### config.mk
export PLATFORM = sky130hd
export DESIGN_NAME = equilibrium_stepper_ctrl
export DESIGN_NICKNAME = d
export VERILOG_FILES = /design/src/rtl/equilibrium_stepper_ctrl.sv
export SDC_FILE = /design/constraint.sdc
export NUM_CORES = 1
export LEC_CHECK = 0
export BUFFER_PORTS_ARGS = -buffer_cell sky130_fd_sc_hd__buf_4
export CAP_MARGIN = 10
export CORE_MARGIN = 8
export CORE_UTILIZATION = 54
export DETAILED_ROUTE_END_ITERATION = 7
export PLACE_DENSITY = 0.81
export SYNTH_ARGS = -nofsm -noshare
export SYNTH_HDL_FRONTEND = slang
export SYNTH_SLANG_ARGS = --single-unit
### constraint.sdc
create_clock -name clock -period 2.9 [get_ports clock]
set_input_delay 0.145 -clock clock [delete_from_list [all_inputs] [get_ports clock]]
set_output_delay 0.145 -clock clock [all_outputs]
set_load 0.1 [all_outputs]
### src/rtl/equilibrium_stepper_ctrl.sv
// Stepper-motor controller: homes against the left end switch, then performs
// absolute moves with a fixed-rate step generator and limit/abort protection.
module equilibrium_stepper_ctrl #(
    parameter int unsigned STEP_PERIOD   = 50000,
    parameter int unsigned BACKOFF_STEPS = 16,
    parameter int unsigned POS_W         = 16
) (
    input  logic             clock,
    input  logic             reset,
    input  logic             start_home,
    input  logic             move_req,
    input  logic [POS_W-1:0] target_pos,
    input  logic             abort,
    input  logic             end_left,
    input  logic             end_right,
    output logic             step,
    output logic             dir,
    output logic [POS_W-1:0] current_pos,
    output logic             busy,
    output logic             done,
    output logic             homed,
    output logic             fault,
    output logic [2:0]       db_estado
);

    localparam int unsigned      CNT_W       = (STEP_PERIOD > 2) ? $clog2(STEP_PERIOD) : 1;
    localparam logic [CNT_W-1:0] CNT_LAST    = CNT_W'(STEP_PERIOD - 1);
    localparam logic [CNT_W-1:0] CNT_HALF    = CNT_W'(STEP_PERIOD / 2);
    localparam logic [POS_W-1:0] BACKOFF_POS = POS_W'(BACKOFF_STEPS);

    typedef enum logic [2:0] {
        S_IDLE         = 3'd0,
        S_HOME_SEEK    = 3'd1,
        S_HOME_BACKOFF = 3'd2,
        S_READY        = 3'd3,
        S_MOVE_SETUP   = 3'd4,
        S_MOVE         = 3'd5,
        S_FAULT        = 3'd7
    } state_e;

    function automatic logic is_busy(input state_e s);
        return (s == S_HOME_SEEK) || (s == S_HOME_BACKOFF) ||
               (s == S_MOVE_SETUP) || (s == S_MOVE);
    endfunction

    state_e             state_q, state_d;
    logic [CNT_W-1:0]   cnt_q, cnt_d;
    logic [POS_W-1:0]   pos_q, pos_d;
    logic [POS_W-1:0]   tgt_q, tgt_d;
    logic               step_q, step_d;
    logic               dir_q, dir_d;
    logic               setup_q, setup_d;
    logic               done_q, done_d;
    logic               homed_q, homed_d;
    logic               fault_q, fault_d;
    logic               busy_q;
    logic [1:0]         sl_q, sr_q;

    logic               left_s, right_s, cnt_wrap, step_hi_nxt, limit_hit, home_req;
    logic [CNT_W-1:0]   cnt_nxt;
    logic [POS_W-1:0]   pos_step;

    assign left_s      = sl_q[1];
    assign right_s     = sr_q[1];
    assign cnt_wrap    = (cnt_q == CNT_LAST);
    assign cnt_nxt     = cnt_wrap ? '0 : cnt_q + CNT_W'(1);
    assign step_hi_nxt = (cnt_nxt < CNT_HALF);
    assign pos_step    = dir_q ? pos_q + POS_W'(1) : pos_q - POS_W'(1);
    assign home_req    = start_home && !abort;

    // A switch on the side we are travelling toward, or both switches at once, is a fault.
    assign limit_hit = (left_s && right_s) ||
                       ((state_q == S_HOME_SEEK) && right_s) ||
                       ((state_q == S_MOVE) && ((!dir_q && left_s) || (dir_q && right_s)));

    always_comb begin
        state_d = state_q;
        cnt_d   = '0;
        step_d  = 1'b0;
        dir_d   = dir_q;
        pos_d   = pos_q;
        tgt_d   = tgt_q;
        setup_d = 1'b0;
        done_d  = 1'b0;
        homed_d = homed_q;
        fault_d = fault_q;

        case (state_q)
            S_IDLE: begin
                if (home_req) state_d = S_HOME_SEEK;
            end
            S_HOME_SEEK: begin
                if (left_s) begin
                    state_d = S_HOME_BACKOFF;
                    pos_d   = '0;
                    dir_d   = 1'b1;
                    setup_d = 1'b1;
                end else begin
                    cnt_d  = cnt_nxt;
                    step_d = step_hi_nxt;
                end
            end
            S_HOME_BACKOFF: begin
                if (setup_q) begin
                    step_d = 1'b1;
                    pos_d  = pos_step;
                end else if (cnt_wrap && (pos_q == BACKOFF_POS)) begin
                    state_d = S_READY;
                    done_d  = 1'b1;
                    homed_d = 1'b1;
                end else begin
                    cnt_d  = cnt_nxt;
                    step_d = step_hi_nxt;
                    if (cnt_wrap) pos_d = pos_step;
                end
            end
            S_READY: begin
                if (home_req) begin
                    state_d = S_HOME_SEEK;
                end else if (move_req && !abort) begin
                    if (target_pos == pos_q) begin
                        done_d = 1'b1;
                    end else begin
                        state_d = S_MOVE_SETUP;
                        tgt_d   = target_pos;
                        dir_d   = (target_pos > pos_q);
                    end
                end
            end
            S_MOVE_SETUP: begin
                state_d = S_MOVE;
                step_d  = 1'b1;
                pos_d   = pos_step;
            end
            S_MOVE: begin
                if (cnt_wrap && (pos_q == tgt_q)) begin
                    state_d = S_READY;
                    done_d  = 1'b1;
                end else begin
                    cnt_d  = cnt_nxt;
                    step_d = step_hi_nxt;
                    if (cnt_wrap) pos_d = pos_step;
                end
            end
            S_FAULT: begin
                if (home_req) state_d = S_HOME_SEEK;
            end
            default: state_d = S_IDLE;
        endcase

        // Entering homing invalidates the position; the first seek step rises immediately.
        if (state_d == S_HOME_SEEK && state_q != S_HOME_SEEK) begin
            dir_d   = 1'b0;
            step_d  = 1'b1;
            cnt_d   = '0;
            homed_d = 1'b0;
            fault_d = 1'b0;
        end

        if (abort && is_busy(state_q)) begin
            state_d = homed_q ? S_READY : S_IDLE;
            cnt_d   = '0;
            step_d  = 1'b0;
            pos_d   = pos_q;
            dir_d   = dir_q;
            setup_d = 1'b0;
            done_d  = 1'b0;
        end

        if (limit_hit) begin
            state_d = S_FAULT;
            cnt_d   = '0;
            step_d  = 1'b0;
            pos_d   = pos_q;
            dir_d   = dir_q;
            setup_d = 1'b0;
            done_d  = 1'b0;
            homed_d = 1'b0;
            fault_d = 1'b1;
        end
    end

    always_ff @(posedge clock or negedge reset) begin
        if (!reset) begin
            state_q <= S_IDLE;
            cnt_q   <= '0;
            pos_q   <= '0;
            tgt_q   <= '0;
            step_q  <= 1'b0;
            dir_q   <= 1'b0;
            setup_q <= 1'b0;
            done_q  <= 1'b0;
            homed_q <= 1'b0;
            fault_q <= 1'b0;
            busy_q  <= 1'b0;
            sl_q    <= '0;
            sr_q    <= '0;
        end else begin
            state_q <= state_d;
            cnt_q   <= cnt_d;
            pos_q   <= pos_d;
            tgt_q   <= tgt_d;
            step_q  <= step_d;
            dir_q   <= dir_d;
            setup_q <= setup_d;
            done_q  <= done_d;
            homed_q <= homed_d;
            fault_q <= fault_d;
            busy_q  <= is_busy(state_d);
            sl_q    <= {sl_q[0], end_left};
            sr_q    <= {sr_q[0], end_right};
        end
    end

    assign step        = step_q;
    assign dir         = dir_q;
    assign current_pos = pos_q;
    assign busy        = busy_q;
    assign done        = done_q;
    assign homed       = homed_q;
    assign fault       = fault_q;
    assign db_estado   = state_q;

endmodule

# Yosys cells after proc, flatten, opt, wreduce, memory -nomap -nowiden
# Index checks and enable logic that the tools add are counted.
dict set report totals {
  reg_bits 62
  latchBits 0
  ram_bits 0
  romBits 0
  in_bits 23
  out_inout_bits 25
  mem_count 0
}
dict set report classes {
  n_addsub 3
  mul 0
  div 0
  magnitude_cmp 2
  n_eq_ne 24
  n_shift 0
  mux 62
  bitwise 4
  n_reduce_logical 33
}
# cell count
set ops {}
lappend ops {{$mux W16} 14}
lappend ops {{$pmux W16 S4} 1}
lappend ops {{$pmux W16 S3} 1}
lappend ops {{$add A16 B1 Y16 const B} 2}
lappend ops {{$eq A16 B16 Y1} 2}
lappend ops {{$mux W1} 31}
lappend ops {{$mux W3} 10}
lappend ops {{$pmux W3 S6} 1}
lappend ops {{$eq A16 B16 Y1 const B} 1}
lappend ops {{$eq A16 B5 Y1 const B} 1}
lappend ops {{$gt A16 B16 Y1} 1}
lappend ops {{$lt A16 B15 Y1 const B} 1}
lappend ops {{$sub A16 B1 Y16 const B} 1}
lappend ops {{$eq A3 B3 Y1 const B} 5}
lappend ops {{$ne A3 B3 Y1 const B} 4}
lappend ops {{$logic_and A1 B1 Y1} 11}
lappend ops {{$eq A3 B1 Y1 const B} 3}
lappend ops {{$eq A3 B2 Y1 const B} 3}
lappend ops {{$logic_or A1 B1 Y1} 9}
lappend ops {{$reduce_bool A3 Y1} 3}
lappend ops {{$reduce_and A7 Y1} 1}
lappend ops {{$ne A3 B1 Y1 const B} 2}
lappend ops {{$reduce_and A6 Y1} 1}
lappend ops {{$ne A2 B2 Y1 const B} 2}
lappend ops {{13 further kinds} 17}

# Logic depth before layout (Yosys ltp)
# Gate-level depths: netlist of the first run.
dict set report logic_depth {
  depth_word 11
  depth_mapped 11
  depth_no_buf 10
}

# Least setup slack after synthesis of the first run
# Ideal clock, no wire load.
dict set report synth_path {
  path_type {reg-to-reg}
  start {reg dir_q, in the netlist dir}
  end {reg pos_q[15], in the netlist current_pos[15]}
  arrival_time_ns 3.514
  required_ns 2.738
  path_slack_ns -0.776
  path_stages_with_launch 11
  path_buffers 0
  cell_sequence {dfrtp_1 > inv_1 > ha_1 > a211o_1 > a2111oi_4 > o21ai_1 > nand3_1 > a21boi_1 > or4_1 > a21oi_1 > mux2i_1}
}
dict set report synth_between {
  elab_chain_cells 7
}
# item line
set synth_rtl {}
lappend synth_rtl {{start: declaration} 51} ;# logic dir_q, dir_d;
lappend synth_rtl {{start signal: assignment} 204} ;# dir_q <= dir_d;
lappend synth_rtl {{branches (longest 7 deep; another with $mux W16)} n/a}
lappend synth_rtl {{end signal: assignment} 201} ;# pos_q <= pos_d;
lappend synth_rtl {{end: declaration} 48} ;# logic [POS_W-1:0] pos_q, pos_d;
# Several ways; the timed one is not identified. The select of a mux whose other input is x is not followed.
# A chain may end at the register's enable or synchronous reset.

# Worst setup path after layout of the first run
dict set report layout_path {
  start {reg dir_q, in the netlist dir}
  end {reg pos_q[14], in the netlist current_pos[14]}
}
# Same word-level chain as after synthesis.

==> key figures, run 1 <==
Floorplan
  • Initial core utilization: 0.544
  • Core Box Area: 8550 sq um
  • Chip height: 109 um
  • I/O pins: 48
  • Full die area: 11800 sq um
  • Row count: 34
  • Horiz. Die Dim: 109 um

Worst hold path
  • Min-Delay Path Depth: 2
  • Worst Hold Launch: target_pos[0]
  • Hold endpoint: tgt_q[0]
  • Worst hold path class: input port to register

Finish
  • Layout Area Growth over Synthesis: 17.4%
  • Register area: 1570 sq um
  • Fill cell total of the finished layout: 668
  • Antenna diodes: 0
  • Most common cell after layout, fill and taps aside: buf_4
  • # nets final: 634
  • Multi-input gate area in the final layout: 2930 sq um
  • Layout cells sized above 1: 0.226
  • Most frequent cells in the layout: buf_4 (62), nor2_1 (48), dfrtp_1 (46)

Global route
  • Overall routing resource usage: 0.214
  • First-pass GRT wire length: 20.3 mm
  • Vias in the first global route: 4112
  • Global route overflow: 0
  • Pin count of the biggest net entering global routing: 63
  • Initial antenna violation count: 0

Timing
  • Slew Viols, Final: 0
  • Period minus WS final: 2800 ps
  • Worst setup margin: 102 ps
  • Final Hold Fails: 0
  • Max transition margin: 0.468
  • Endpoints failing setup: 0
  • Crit share post-route: 0.965
  • FMAX: 357 MHz
  • Worst slew pin tran: 797 ps
  • RSZ-0062 raised after global routing: true
  • Skew final: 16.2 ps

Yosys
  • Largest family of logic cells by synthesized area: simple AND/OR/NAND/NOR gates
  • Synth area leaders: dfrtp_1 (33%), ha_1 (8.3%), xnor2_1 (6.2%)
  • Mux share of post-synthesis cell area: 0.0503
  • #FFs+latches synth: 62
  • Synth Area in Compound Gates: 0.177
  • Syn_nets: 579
  • Syn Inst Count: 524
  • Yosys Warn Count: 0
  • Synth cell types: 71
  • Top cell type's share of synthesized area: 0.333
  • FFs w/ async S/R, synth: 1.00
  • Synth Area in Simple Gates: 0.220
  • Syn_area_per_cell: 8.88 sq um
  • Post-Synth Adder-Cell Area: 0.0877
  • Cell taking the most area after synthesis: dfrtp_1
  • XOR/XNOR Fraction of Synth Area: 0.0828
  • Register area share after synthesis: 0.333
  • Post-synth EDFFs: 0
  • Ys flop type: dfrtp_1
  • Post-synthesis instance area: 4650 sq um

Clock network
  • CTS tree: built
  • # clock sinks: 62
  • Cts bufs inserted: 9
  • Later-pin clock latency in the skew report: 350 ps
  • H-tree depth: 3
  • CTS clk-pin slew, worst paths: 70 ps
  • Post-CTS Setup Bufs: 0
  • Root buffer cell: clkbuf_8
  • CTS max path bufs: 2

Critical path
  • Worst setup SP type: register
  • Worst Setup End Kind: register
  • Cells on worst reg2reg path: 10
  • Reg2reg start: dir
  • R2R setup slack: 100 ps
  • Endpoint of the lowest-slack register-to-register path: current_pos[14]
  • Crit path max fanout: 5
  • Setup Crit Path Kind: register to register
  • Arr. time, crit path: 3000 ps
  • Req. time, crit path: 3100 ps

Routing
  • WL/cell: 17.5 um
  • Routed Antenna Nets: 0
  • 1st-iter DRT viols: 310
  • DRC: 0
  • Vias per inst: 6.05
  • Via Count: 4189
  • Routed WL: 12.1 mm
  • Drt first pass iters: 5

Placed design
  • Pre-CTS setup slack: 87.1 ps
  • Final GP Congestion: 0.963
  • IO buf count: 47
  • HPWL after DPL: 9.15 mm

Power and ir drop
  • Power share of the clock group: 0.139
  • Max VDD drop: 0.711 mV
  • Net switching power figure: 2.93 mW
  • Comb pwr share: 0.627
  • Power per cell area: 1070 nW/um^2
  • Total leakage power: 2.28 nW
  • Internal Power: 2.93 mW
  • Design Power: 5.85 mW
  • Flop pwr share: 0.234
  • Sw frac: 0.500

Job
  • MaxCap Viol Count: 0

Status
  • Status: complete, no violations
==> metrics by stage <==
step | cells | utilization | hold WS [ps] | area [sq um] | TNS, ps
6_report | 692 | 0.639 | 39.0 | 5460 | 0
5_1_grt | 692 | 0.639 | 33.8 | 5460 | -5.85
4_1_cts | 691 | 0.636 | 32.2 | 5440 | 0
3_5_place_dp | 672 | 0.608 | 255 | 5200 | 0
3_3_place_gp | 672 | 0.608 | 255 | 5200 | 0
2_1_floorplan | 524 | - | -151 | 4710 | -301
==> critical path, stage by stage, from the launching register on <==
cell and delay [ps]:
dfrtp_4 440, clkinvlp_4 190, ha_4 280, nor2b_1 130, o21ai_1 200, a21boi_1 150, o41a_1 400, a2111o_1 430
o211ai_1 140, nor2b_1 180, o221ai_1 120
==> state kept, by name, summed over array words and instances, names as in the netlist <==
| register | flops |
|---|---|
| fault | 1 |
| current_pos | 16 |
| setup_q | 1 |
| busy | 1 |
| db_estado | 3 |
| done | 1 |
| step | 1 |
| dir | 1 |
| sl_q | 2 |
| tgt_q | 16 |
| cnt_q | 16 |
| sr_q | 2 |
| homed | 1 |
==> kinds of logic after synthesis <==
group | Yosys count
compound gates | 119
xor+xnor | 44
fa+ha+maj | 32
buf+inv | 52
flops | 62
mux | 21
simple gates | 194
==> layer usage <==
| metal | routed length (um) | vias up | global-route usage |
|---|---|---|---|
| met3 | 745 | 25 | 0.0396 |
| met2 | 5770 | 140 | 0.338 |
| met5 | 0 | - | 0 |
| met4 | 308 | 0 | 0.0831 |
| li1 | - | 1986 | - |
| met1 | 5320 | 2038 | 0.283 |
==> power by group through the flow <==
stage | Clock (mW) | Combinational [mW] | Sequential, mW
after detailed placement | 0 | 3.62 | 1.37
after global placement | 0 | 3.49 | 1.36
after CTS | 0.818 | 3.63 | 1.36
after global routing | 0.856 | 4.02 | 1.39
after floorplan | 0 | 2.09 | 2.03
final | 0.812 | 3.67 | 1.37
==> cell usage after synthesis, types with 3 or more instances <==
cell and number:
a211o_1 3, nor2b_1 7, nand4_1 11, o21ai_1 6
nand4b_1 4, nand3_1 21, nand2b_1 4, a21o_1 6
o21a_1 8, inv_1 30, dfrtp_1 62, a31oi_1 4
mux2i_1 4, nor2_1 48, xnor2_1 33, clkbuf_1 9
and3_1 7, o21ai_0 24, mux2_2 16, ha_1 31
a22oi_1 3, nor3_1 13, o211ai_1 5, nor4_1 5
or3_1 4, nor4b_1 3, a211oi_1 3, o22ai_1 3
nand2_1 45, xor2_1 11, a21oi_1 29, and2_1 5
buf_2 9
==> final cells by class <==
type | instances | share of cell area
repair inverters | 1 | 0.000916
inverters | 30 | 0.0213
clock buffers | 13 | 0.0309
flip-flops and latches | 62 | 0.288
well taps | 108 | 0.0247
repair buffers | 65 | 0.0907
clock inverters | 3 | 0.00779
multi-input cells | 410 | 0.536
==> worst max path at each step <==
stage	from	endpoint	slack [ps]	depth (start not counted)
after floorplan	dir	current_pos[15]	-140	10
after global placement	dir	current_pos[15]	210	10
after detailed placement	dir	current_pos[14]	90	10
after CTS	dir	current_pos[14]	70	10
after global routing	dir	current_pos[14]	-6	10
final	dir	current_pos[14]	100	10
==> what timing repair did <==
item / CTS / global route
endpoints found under the hold margin: 64 / 0
hold buffers: 3 / 0
gates resized for setup: 0 / 3
endpoints found under the setup margin: 0 / 2
No activity file was read; power rests on OpenSTA's default activity.
==> inputs of run 2 (changes only) <==
--- a/config.mk
+++ b/config.mk
@@ -7,10 +7,10 @@
 export LEC_CHECK = 0
 export BUFFER_PORTS_ARGS = -buffer_cell sky130_fd_sc_hd__buf_4
 export CAP_MARGIN = 10
-export CORE_MARGIN = 8
 export CORE_UTILIZATION = 54
 export DETAILED_ROUTE_END_ITERATION = 7
 export PLACE_DENSITY = 0.81
 export SYNTH_ARGS = -nofsm -noshare
 export SYNTH_HDL_FRONTEND = slang
 export SYNTH_SLANG_ARGS = --single-unit
+export TNS_END_PERCENT = 30
==> key figures, run 2 (synthesis results as in run 1) <==
Clock network
  • Root buffer cell: clkbuf_8
  • # clock sinks: 62
  • Cts bufs inserted: 9
  • CTS tree: built
  • CTS max path bufs: 2
  • H-tree depth: 3
  • CTS clk-pin slew, worst paths: 80 ps
  • Later-pin clock latency in the skew report: 350 ps

Timing
  • Min Hold Slack: 35.2 ps
  • Max transition margin: 0.464
  • Worst slew pin tran: 805 ps
  • Period minus WS final: 2860 ps
  • FMAX: 350 MHz
  • Crit share post-route: 0.986
  • Slew Viols, Final: 0
  • Final Hold Fails: 0
  • Skew final: 10.2 ps
  • Endpoints failing setup: 0
  • RSZ-0062 raised after global routing: true

Routing
  • Routed Antenna Nets: 0
  • 1st-iter DRT viols: 363
  • DRC: 0
  • WL/cell: 17.5 um
  • Via Count: 4281
  • Vias per inst: 6.18
  • Routed WL: 12.2 mm
  • Drt first pass iters: 5

Worst hold path
  • Worst Hold Launch: target_pos[3]
  • Worst hold path class: input port to register

Global route
  • Vias in the first global route: 4114
  • Initial antenna violation count: 0
  • Pin count of the biggest net entering global routing: 63
  • Overall routing resource usage: 0.286
  • Global route overflow: 0
  • First-pass GRT wire length: 19.7 mm

Finish
  • # nets final: 638
  • Most common cell after layout, fill and taps aside: buf_4
  • Most frequent cells in the layout: buf_4 (66), dfrtp_1 (58), nor2_1 (48)
  • Layout Area Growth over Synthesis: 18.1%
  • Fill cell total of the finished layout: 641
  • Antenna diodes: 0
  • Layout cells sized above 1: 0.219
  • Final Non-Filler Cells: 693

Critical path
  • Reg2reg start: dir
  • Setup Crit Path Kind: register to register
  • Crit path max fanout: 7
  • Worst Setup End Kind: register
  • Worst setup SP type: register
  • Worst setup startpoint: dir
  • R2R setup slack: 40 ps
  • Arr. time, crit path: 3080 ps
  • Req. time, crit path: 3120 ps

Placed design
  • HPWL after DPL: 8.87 mm
  • Post-Place Cells: 672
  • Final GP Congestion: 1.02
  • IO buf count: 47

Job
  • MaxCap Viol Count: 0

Power and ir drop
  • Design Power: 5.91 mW
  • Max VDD drop: 0.442 mV
  • Power per cell area: 1080 nW/um^2
  • Total leakage power: 2.33 nW

Floorplan
  • Horiz. Die Dim: 94.8 um
  • Row count: 33
  • Initial core utilization: 0.563
  • Chip height: 94.8 um
  • Core Box Area: 8260 sq um
  • I/O pins: 48
  • Full die area: 8990 sq um

Status
  • Status: complete, no violations
run 2: worst paths after layout:
kind | to | cells past startpoint
max | current_pos[15] | 11
min | tgt_q[3] | 2
max reg2reg | current_pos[15] | 11
min reg2reg | sl_q[1] | 0
max in group asynchronous | dir | 2
min in group asynchronous | current_pos[6] | 2
run 2: timing repair:
action,CTS,global route
setup endpoints to repair,0,8
hold buffers,3,0
endpoints found under the hold margin,64,0
setup buffers,0,2
gates resized for setup,0,7
run 2: through the flow:
step	utilization	setup slack (ps)	area (sq um)	TNS, ps
finish	0.665	40.2	5490	0
global route	0.665	-93.4	5490	-146
CTS	0.659	54.4	5440	0
detailed placement	0.630	71.3	5200	0
global placement	0.630	151	5200	0
floorplan	-	-155	4700	-576
run 2: area by class of cell:
type | count | area (sq um) | share of cell area
multi-input combinational | 410 | 2940 | 0.534
sequential | 62 | 1560 | 0.284
timing repair buffer | 70 | 546 | 0.0993
clock buffer | 10 | 138 | 0.0251
tap | 105 | 131 | 0.0239
inverter | 30 | 116 | 0.0212
clock inverter | 6 | 68.8 | 0.0125
run 2: worst max-delay path: stages (launching register included):
cell and delay (ps):
dfrtp_4 430, clkinvlp_4 190, buf_12 190, ha_4 210
a211o_1 300, a2111oi_4 340, o21ai_2 110, nand3_1 110
a21boi_1 90, or4_1 510, a21oi_1 160, mux2i_1 80
run 2: power by group:
group          internal [mW]  switching, mW  leakage (nW)  total, mW
sequential              1.10          0.251         0.797       1.35
clock                  0.426          0.380         0.103      0.806
combinational           1.39           2.37          1.43       3.76
run 2: routing by layer:
| metal | up-vias | wire, um | global-route usage |
|---|---|---|---|
| met1 | 2060 | 5230 | 0.367 |
| met2 | 179 | 5880 | 0.477 |
| li1 | 2011 | - | - |
| met3 | 31 | 724 | 0.0443 |
| met4 | 0 | 308 | 0.117 |
| met5 | - | 0 | 0 |
==> inputs of run 3 (changes only) <==
--- a/config.mk
+++ b/config.mk
@@ -9,6 +9,7 @@
 export CAP_MARGIN = 10
 export CORE_UTILIZATION = 54
 export DETAILED_ROUTE_END_ITERATION = 7
+export MAX_ROUTING_LAYER = met4
 export PLACE_DENSITY = 0.81
 export SYNTH_ARGS = -nofsm -noshare
 export SYNTH_HDL_FRONTEND = slang
==> constraint.sdc (replaced) <==
create_clock -name clock -period 2.9 [get_ports clock]
set_input_delay 0.145 -clock clock [delete_from_list [all_inputs] [get_ports clock]]
set_output_delay 0.145 -clock clock [all_outputs]
set_load 0.05 [all_outputs]
==> key figures, run 3 (synthesis results as in run 1) <==
Power and ir drop
  • Flop pwr share: 0.254
  • Design Power: 5.47 mW
  • Sw frac: 0.480
  • Power share of the clock group: 0.129
  • Total leakage power: 2.30 nW
  • Net switching power figure: 2.63 mW
  • Comb pwr share: 0.617
  • Internal Power: 2.85 mW
  • Power per cell area: 1000 nW/um^2
  • Max VDD drop: 0.438 mV

Floorplan
  • Initial core utilization: 0.563
  • Chip height: 94.8 um
  • Full die area: 8990 sq um
  • Core Box Area: 8260 sq um
  • Horiz. Die Dim: 94.8 um
  • I/O pins: 48
  • Row count: 33

Global route
  • Global route overflow: 0
  • Vias in the first global route: 3960
  • Pin count of the biggest net entering global routing: 63
  • Initial antenna violation count: 0
  • Overall routing resource usage: 0.284
  • First-pass GRT wire length: 19.2 mm

Clock network
  • CTS clk-pin slew, worst paths: 80 ps
  • CTS max path bufs: 2
  • Cts bufs inserted: 9
  • H-tree depth: 3
  • Later-pin clock latency in the skew report: 350 ps
  • Root buffer cell: clkbuf_8
  • CTS tree: built
  • # clock sinks: 62

Placed design
  • IO buf count: 47
  • HPWL after DPL: 8.60 mm
  • Pre-CTS setup slack: 74.4 ps
  • Post-Place Cells: 665
  • Final GP Congestion: 0.916
  • Post-placement cell area: 5140 sq um

Timing
  • FMAX: 349 MHz
  • Slew Viols, Final: 0
  • Crit share post-route: 0.987
  • Period minus WS final: 2860 ps
  • RSZ-0062 raised after global routing: true
  • Final Hold Fails: 0
  • Max transition margin: 0.467
  • Skew final: 15.5 ps
  • Worst setup margin: 38.6 ps
  • Endpoints failing setup: 0
  • Worst slew pin tran: 799 ps

Routing
  • Vias per inst: 6.12
  • Routed WL: 11.8 mm
  • DRC: 0
  • Routed Antenna Nets: 0
  • Drt first pass iters: 5
  • 1st-iter DRT viols: 308
  • WL/cell: 17.1 um
  • Via Count: 4213

Finish
  • Final Non-Filler Cells: 688
  • Antenna diodes: 0
  • # nets final: 633
  • Layout Area Growth over Synthesis: 17.5%
  • Fill cell total of the finished layout: 654
  • Most common cell after layout, fill and taps aside: buf_4
  • Most frequent cells in the layout: buf_4 (60), dfrtp_1 (59), nor2_1 (48)
  • Final Instance Area: 5470 sq um
  • Final core utilization: 0.662
  • Layout cells sized above 1: 0.218

Critical path
  • Arr. time, crit path: 3080 ps
  • Worst setup SP type: register
  • Crit path max fanout: 3
  • Req. time, crit path: 3120 ps
  • R2R setup slack: 40 ps
  • Setup Crit Path Kind: register to register
  • Worst Setup End Kind: register

Job
  • MaxCap Viol Count: 0

Worst hold path
  • Worst hold path class: input port to register

Status
  • Status: complete, no violations
## run 3: cell count changes in the layout (fill, tap and decap cells not counted), sizes merged
| cell | delta |
|---|---|
| bufinv | -1 |
| buf | -5 |
| clkinv | +1 |
## run 3: path summary, 6_finish.rpt
check / depth (start not counted) / from / end
setup / recovery: 10 / dir / current_pos[15]
hold / removal: 2 / target_pos[3] / tgt_q[3]
setup reg to reg: 10 / dir / current_pos[15]
hold reg to reg: 0 / sl_q[0] / sl_q[1]
max in group asynchronous: 2 / reset / dir
min in group asynchronous: 2 / reset / current_pos[4]
## run 3: timing repair
item | 4_1_cts | 5_1_grt
hold buffers | 3 | 0
buffers inserted | 0 | 4
hold endpoints to repair | 64 | 0
setup endpoints to repair | 0 | 7
resized for setup | 0 | 16
## run 3: stage by stage
stage	hold slack, ps	TNS [ps]
after detailed placement	256	0
after global routing	28.9	-145
after global placement	254	0
final	30.2	0
after CTS	21.2	0
after floorplan	-151	-103
## run 3: worst max-delay path: stages (launching register included)
cell and delay [ps]:
dfrtp_2 390, clkinvlp_4 180, ha_4 280, a211o_1 340, a2111oi_4 420, o21ai_2 150
nand3_2 90, a21boi_1 70, or4_1 530, a21oi_2 170, mux2i_1 100
## run 3: power groups by stage
stage / Sequential, mW / Combinational, mW / Clock [mW]
2_1_floorplan: 1.64 / 2.07 / 0
3_3_place_gp: 1.38 / 3.04 / 0
3_5_place_dp: 1.40 / 3.11 / 0
4_1_cts: 1.38 / 3.14 / 0.724
5_1_grt: 1.42 / 3.66 / 0.765
6_report: 1.39 / 3.37 / 0.707
## run 3: area by class of cell
cell class              instances  area, sq um  share of cell area
repair buffers                 65          512              0.0936
well taps                     105          131              0.0240
flip-flops and latches         62         1560               0.285
clock inverters                 6         43.8             0.00801
inverters                      30          116              0.0213
multi-input cells             410         2970               0.543
clock buffers                  10          138              0.0252
## run 3: per-layer routing
metal,vias up,global-route usage,wire (um)
li1,1995,-,-
met1,2033,0.386,5190
met2,160,0.430,5560
met3,25,0.0443,802
met4,0,0.0947,235
met5,-,-,0
